**config.mk**
```make
export PLATFORM = sky130hd
export DESIGN_NAME = snn_timestep_sequencer
export DESIGN_NICKNAME = d
export VERILOG_FILES = /design/src/rtl/snn_timestep_sequencer.sv
export SDC_FILE = /design/constraint.sdc
export NUM_CORES = 1
export LEC_CHECK = 0
export CORE_UTILIZATION = 50
export CTS_CLUSTER_DIAMETER = 80
export CTS_CLUSTER_SIZE = 30
export DETAILED_ROUTE_END_ITERATION = 8
export PLACE_DENSITY = 0.63
export SLEW_MARGIN = 20
export SYNTH_ARGS = -nofsm -noshare
export SYNTH_HDL_FRONTEND = slang
export SYNTH_SLANG_ARGS = --single-unit
```
**constraint.sdc**
```tcl
create_clock -name clk -period 10.1 [get_ports clk]
set_input_delay 1.515 -clock clk [delete_from_list [all_inputs] [get_ports clk]]
set_output_delay 1.515 -clock clk [all_outputs]
set_load 0.02 [all_outputs]
```
**src/rtl/snn_timestep_sequencer.sv**
```systemverilog
// rtl/snn_timestep_sequencer.sv - frame scheduler: runs NUM_STEPS SNN time steps, counts output
// spikes per class, resolves the winner by sequential argmax and offers it on a valid/ready handshake.
module snn_timestep_sequencer #(
  parameter int NUM_STEPS    = 16,
  parameter int NUM_CLASSES  = 18,
  parameter int CNT_W        = 8,
  parameter int STEP_TIMEOUT = 4096,
  localparam int SW = (NUM_STEPS > 1) ? $clog2(NUM_STEPS) : 1,
  localparam int CW = $clog2(NUM_CLASSES),
  localparam int TW = $clog2(STEP_TIMEOUT)
) (
  input  logic             clk,
  input  logic             rst,
  input  logic             frame_valid,
  output logic             frame_ready,
  output logic             layer_start,
  output logic             layer_init,
  input  logic             step_done,
  input  logic             spike_valid,
  input  logic [CW-1:0]    spike_class,
  output logic [SW-1:0]    step_idx,
  output logic             busy,
  output logic             result_valid,
  input  logic             result_ready,
  output logic [CW-1:0]    result_class,
  output logic [CNT_W-1:0] result_count,
  output logic             timeout_err
);

  typedef enum logic [2:0] {S_IDLE, S_START, S_RUN, S_ARGMAX, S_DONE} state_t;

  state_t           state_q, state_d;
  logic [SW-1:0]    step_q, step_d;
  logic [TW-1:0]    timer_q, timer_d;
  logic [CW-1:0]    scan_q, scan_d;
  logic [CW-1:0]    res_cls_q, res_cls_d;
  logic [CNT_W-1:0] res_cnt_q, res_cnt_d;
  logic             tmo_q, tmo_d;
  logic             start_q, start_d;
  logic             init_q, init_d;
  logic             clr_cnt;
  logic [CNT_W-1:0] scan_cnt;
  logic [CNT_W-1:0] cnt_q [NUM_CLASSES];

  always_comb begin
    scan_cnt = '0;
    for (int c = 0; c < NUM_CLASSES; c++) begin
      if (scan_q == CW'(c)) scan_cnt = cnt_q[c];
    end
  end

  always_comb begin
    state_d   = state_q;
    step_d    = step_q;
    timer_d   = timer_q;
    scan_d    = scan_q;
    res_cls_d = res_cls_q;
    res_cnt_d = res_cnt_q;
    tmo_d     = tmo_q;
    clr_cnt   = 1'b0;
    case (state_q)
      S_IDLE: begin
        if (frame_valid) begin
          clr_cnt = 1'b1;
          step_d  = '0;
          tmo_d   = 1'b0;
          state_d = S_START;
        end
      end
      S_START: begin
        timer_d = '0;
        state_d = S_RUN;
      end
      S_RUN: begin
        timer_d = timer_q + 1'b1;
        // step_done takes priority over an expiring timer in the same cycle
        if (step_done) begin
          if (step_q == SW'(NUM_STEPS - 1)) begin
            scan_d    = '0;
            res_cls_d = '0;
            res_cnt_d = '0;
            state_d   = S_ARGMAX;
          end else begin
            step_d  = step_q + 1'b1;
            state_d = S_START;
          end
        end else if (timer_q == TW'(STEP_TIMEOUT - 1)) begin
          tmo_d     = 1'b1;
          res_cls_d = '0;
          res_cnt_d = '0;
          state_d   = S_DONE;
        end
      end
      S_ARGMAX: begin
        if (scan_cnt > res_cnt_q) begin
          res_cls_d = scan_q;
          res_cnt_d = scan_cnt;
        end
        scan_d = scan_q + 1'b1;
        if (scan_q == CW'(NUM_CLASSES - 1)) state_d = S_DONE;
      end
      S_DONE: begin
        if (result_ready) state_d = S_IDLE;
      end
      default: state_d = S_IDLE;
    endcase
    start_d = (state_d == S_START);
    init_d  = ((state_d == S_START) || (state_d == S_RUN)) && (step_d == '0);
  end

  always_ff @(posedge clk or posedge rst) begin
    if (rst) begin
      state_q   <= S_IDLE;
      step_q    <= '0;
      timer_q   <= '0;
      scan_q    <= '0;
      res_cls_q <= '0;
      res_cnt_q <= '0;
      tmo_q     <= 1'b0;
      start_q   <= 1'b0;
      init_q    <= 1'b0;
    end else begin
      state_q   <= state_d;
      step_q    <= step_d;
      timer_q   <= timer_d;
      scan_q    <= scan_d;
      res_cls_q <= res_cls_d;
      res_cnt_q <= res_cnt_d;
      tmo_q     <= tmo_d;
      start_q   <= start_d;
      init_q    <= init_d;
    end
  end

  // out-of-range class indices never match any counter, so they are dropped
  always_ff @(posedge clk or posedge rst) begin
    if (rst) begin
      for (int c = 0; c < NUM_CLASSES; c++) cnt_q[c] <= '0;
    end else begin
      for (int c = 0; c < NUM_CLASSES; c++) begin
        if (clr_cnt) begin
          cnt_q[c] <= '0;
        end else if ((state_q == S_RUN) && spike_valid && (spike_class == CW'(c))
                     && (cnt_q[c] != '1)) begin
          cnt_q[c] <= cnt_q[c] + 1'b1;
        end
      end
    end
  end

  assign frame_ready  = (state_q == S_IDLE);
  assign busy         = (state_q != S_IDLE);
  assign result_valid = (state_q == S_DONE);
  assign layer_start  = start_q;
  assign layer_init   = init_q;
  assign step_idx     = step_q;
  assign result_class = res_cls_q;
  assign result_count = res_cnt_q;
  assign timeout_err  = tmo_q;

endmodule

```
==> Flow_metrics.wiki <==
{| class="wikitable"
! Metric !! Value
|-
| Cell chosen for the clock root || clkbuf_16
|-
| Most numerous cell on the critical path || ha_1
|-
| Crit-path slowest cell || o311ai_0
|-
| Count of placed standard cells including taps || 1,535
|-
| Number of hold buffers added after cts || 0
|-
| Vias per inst || 6.274
|-
| Synthesis warning total || 0
|-
| RSZ-0062 raised after global routing || no
|-
| Resized cells post-CTS || 0
|-
| Largest fanout of any net on the critical path || 27
|-
| Chip Width || 153.1 µm
|-
| Synthesized net count || 1,327
|-
| Status || finished clean
|-
| Delay of the slowest cell on the worst path || 0.94 ns
|-
| Antenna Cells || 0
|-
| Skew final || 0.008626 ns
|-
| Static Leakage || 5.410 nW
|-
| Switching component of the power || 1.191 mW
|-
| Sum of negative setup slack || 0 ns
|-
| Minimum period implied by the final worst setup slack || 5.376 ns
|-
| Sequential-to-total area share from yosys stat || 40.35%
|-
| Portion of netlist area occupied by mux cells || 1.403%
|-
| Hold WS || 0.4924 ns
|-
| Post-synthesis cell area || 11,410 µm²
|-
| Antenna violations before repair || 0
|-
| Register bit count reported by yosys || 184
|-
| Kind of cell adding the most delay to the critical path || simple AND/OR/NAND/NOR gates
|-
| Vias in the first global route || 9,364
|-
| Switching share of power || 43.31%
|-
| Clock tree sinks || 184
|-
| Cell count after synthesis || 1,283
|-
| Commonest cells after routing, fill and taps aside || nor2_1 (185), dfrtp_1 (184), nand2_1 (100)
|-
| Arr. time, crit path || 5.71 ns
|-
| Count of max-cap constraint violations || 0
|-
| Async set-or-reset flop fraction in the synthesized netlist || 100.0%
|-
| Layout overhead on the synthesized area || 9.330%
|-
| Number of iterations in the first detailed-routing pass || 5
|-
| Slew at the pin with the worst max-slew slack || 1.103 ns
|-
| Largest net degree at the start of global routing || 120
|-
| Height of the chip || 153.1 µm
|-
| Crit path required time || 10.43 ns
|-
| Average routed wire per standard cell || 20.80 µm
|-
| GR Util All Layers || 28.80%
|-
| Sum of buffers and inverters on the critical path || 1
|-
| Cells along the critical path || and3_1 -> ha_1 -> inv_1 -> or3_1 -> o21ai_0 -> a221oi_1 -> nor2b_1 -> ha_1 -> nand4_1 -> nor2_1 -> o311ai_0 -> nand2_1 -> a22o_1
|-
| Xor/xnor cell area share of the yosys netlist || 8.749%
|-
| Global route overflow || 0
|-
| I/O Buffers || 33
|-
| Count of flip-flops with a built-in enable after synthesis || 0
|-
| Achievable clock frequency || 0.1860 GHz
|-
| Internal || 1.559 mW
|-
| Core Region || 22,090 µm²
|-
| Part of the total power dissipated in combinational logic || 43.1%
|-
| Global-route wire length before repair || 52.54 mm
|-
| Filler cell count || 2,064
|-
| Number of buffers inserted by post-CTS setup repair || 0
|-
| Max VDD drop || 0.2947 mV
|-
| Half-perimeter wire length after detailed placement || 22.84 mm
|-
| Final weighted congestion in routability-driven placement || 1.000
|-
| Primary flip-flop cell chosen by synthesis mapping || dfrtp_1
|-
| Ratio of cells with drive above 1 in the final layout || 6.682%
|-
| Clock share of power || 24.8%
|-
| Share of power burned in registers || 32.1%
|-
| Period Utilization, post-route || 53.23%
|-
| Syn Area/Cell || 8.895 µm²
|-
| Initial Utilization || 51.65%
|-
| Clock edge transition at the registers on the reported setup and hold paths || 0.08 ns
|-
| Category of the most critical setup path || flop to flop
|-
| Element type at the critical path start || flop
|-
| Number of pins exceeding their max-slew limit in the final report || 0
|-
| Synthesized-area fraction occupied by and/or/nand/nor cells || 27.21%
|-
| Worst Setup End Kind || flop
|-
| Remaining antenna violation count after routing || 0
|-
| Clock tree from TritonCTS || built
|-
| Classification of the worst-slack hold path || flop to flop
|-
| Dominant combinational cell family by area after synthesis || simple AND/OR/NAND/NOR gates
|-
| Post-layout nets || 1,318
|-
| Top-level port count || 34
|-
| Inserted Clock Buffers || 17
|-
| Unique cell type count in the Yosys netlist || 80
|-
| DRC violation count after routing || 0
|-
| Leading cell type in the layout, fill and taps excluded || nor2_1
|-
| Share of synthesized cell area in full adder, half adder and majority cells || 3.618%
|-
| Detailed Route Iter0 Violations || 831
|-
| Clock Tree Buf Depth || 2
|-
| Final std cells w/o fill || 1,567
|-
| Count of final hold-check violations || 0
|-
| Total wire length || 32.59 mm
|-
| Clock latency reported for the late side of the worst-skew pair || 0.45 ns
|-
| Number of endpoints failing setup at the final stage || 0
|-
| Number of levels in the clock H-tree || 4
|-
| Row cnt || 54
|-
| Sequential cell area || 4604 µm²
|-
| DR vias || 9,831
|-
| Power density of the placed cells || 220.5 nW/µm²
|-
| Area occupied by multi-input gates || 6421 µm²
|-
| Slew headroom || 25.56%
|-
| Synth Area in Compound Gates || 15.11%
|-
| Area enclosed by the die boundary || 23,430 µm²
|}
-- synthesized netlist by cell type (29+ instances only) --
library cell	n	area, µm²
nand3_1	53	265.3
and3_1	40	250.2
inv_1	29	108.9
clkbuf_1	56	210.2
dfrtp_1	184	4604
nand2_1	100	375.4
nand4_1	71	444.2
nor2_1	185	694.4
o21ai_0	50	250.2
xnor2_1	38	332.8
xor2_1	76	665.6
a21oi_1	65	325.3
ha_1	33	412.9
-- registers in the layout, summed over array words and instances (netlist names) --
name and count:
cnt_q 144, timer_q 12, result_count 8, result_class 5, scan_q 5, step_idx 4
state_q 3, layer_init 1, layer_start 1, timeout_err 1
-- worst reg2reg max path: cells and delay by family (launching register included) --
kind / cells / cell delay [ns]
AOI/OAI and AO/OA: 4 / 1.58
and+or+nand+nor: 6 / 1.77
DFF: 1 / 0.91
adders and majority gates: 2 / 0.76
buffers and inverters: 1 / 0.25
-- per-stage QoR --
stage	cell area [µm²]	util (%)	setup slack [ns]	power [mW]
2_1_floorplan	11410	-	3.585	1.715
3_3_place_gp	11890	53.80	5.005	2.042
3_5_place_dp	11890	53.80	4.837	2.045
4_1_cts	12470	56.42	4.831	2.735
5_1_grt	12480	56.47	4.366	2.903
6_report	12480	56.47	4.724	2.751
-- path summary, 6_finish.rpt --
kind	start	end	slack (ns)	cells after the start
max	scan_q[3]	result_count[4]	4.72	13
min	timer_q[10]	timer_q[10]	0.49	1
max reg2reg	scan_q[3]	result_count[4]	4.72	13
min reg2reg	timer_q[10]	timer_q[10]	0.49	1
max in group asynchronous	rst	cnt_q[94]	7.05	3
min in group asynchronous	rst	timer_q[6]	1.64	2
-- kinds of logic (layout without fill, tap and decap cells) --
group,count (synthesis),count (layout)
buf+inv,100,104
fa+ha+maj,33,33
mux,16,16
simple gates,591,591
xor+xnor,114,114
compound gates,245,245
flops,184,184
-- metal layers --
metal / wire, µm / share of wire [%] / vias to the layer above / track usage [%]
met2: 15020 / 46 / 330 / 45.71
met5: 0 / 0 / - / 0
met1: 14480 / 44 / 4822 / 38.37
li1: - / - / 4610 / -
met3: 2024 / 6.2 / 69 / 5.756
met4: 1075 / 3.3 / 0 / 12.17
-- layout make-up --
type / instances / share of cell area, %
Timing Repair Buffer: 43 / 3.249
Sequential cell: 184 / 36.90
Clock buffer: 19 / 3.550
Multi-Input combinational cell: 999 / 51.46
Clock inverter: 13 / 1.093
Tap cell: 280 / 2.808
Inverter: 29 / 0.9326
-- power groups by stage --
stage               clock network (mW)  registers, mW  logic (mW)
finish                           0.682          0.884        1.19
floorplan                            0          0.872       0.844
CTS                              0.695          0.878        1.16
global placement                     0          0.890        1.15
detailed placement                   0          0.892        1.15
global route                     0.721          0.892        1.29
Power figures use the tool's default switching activity.
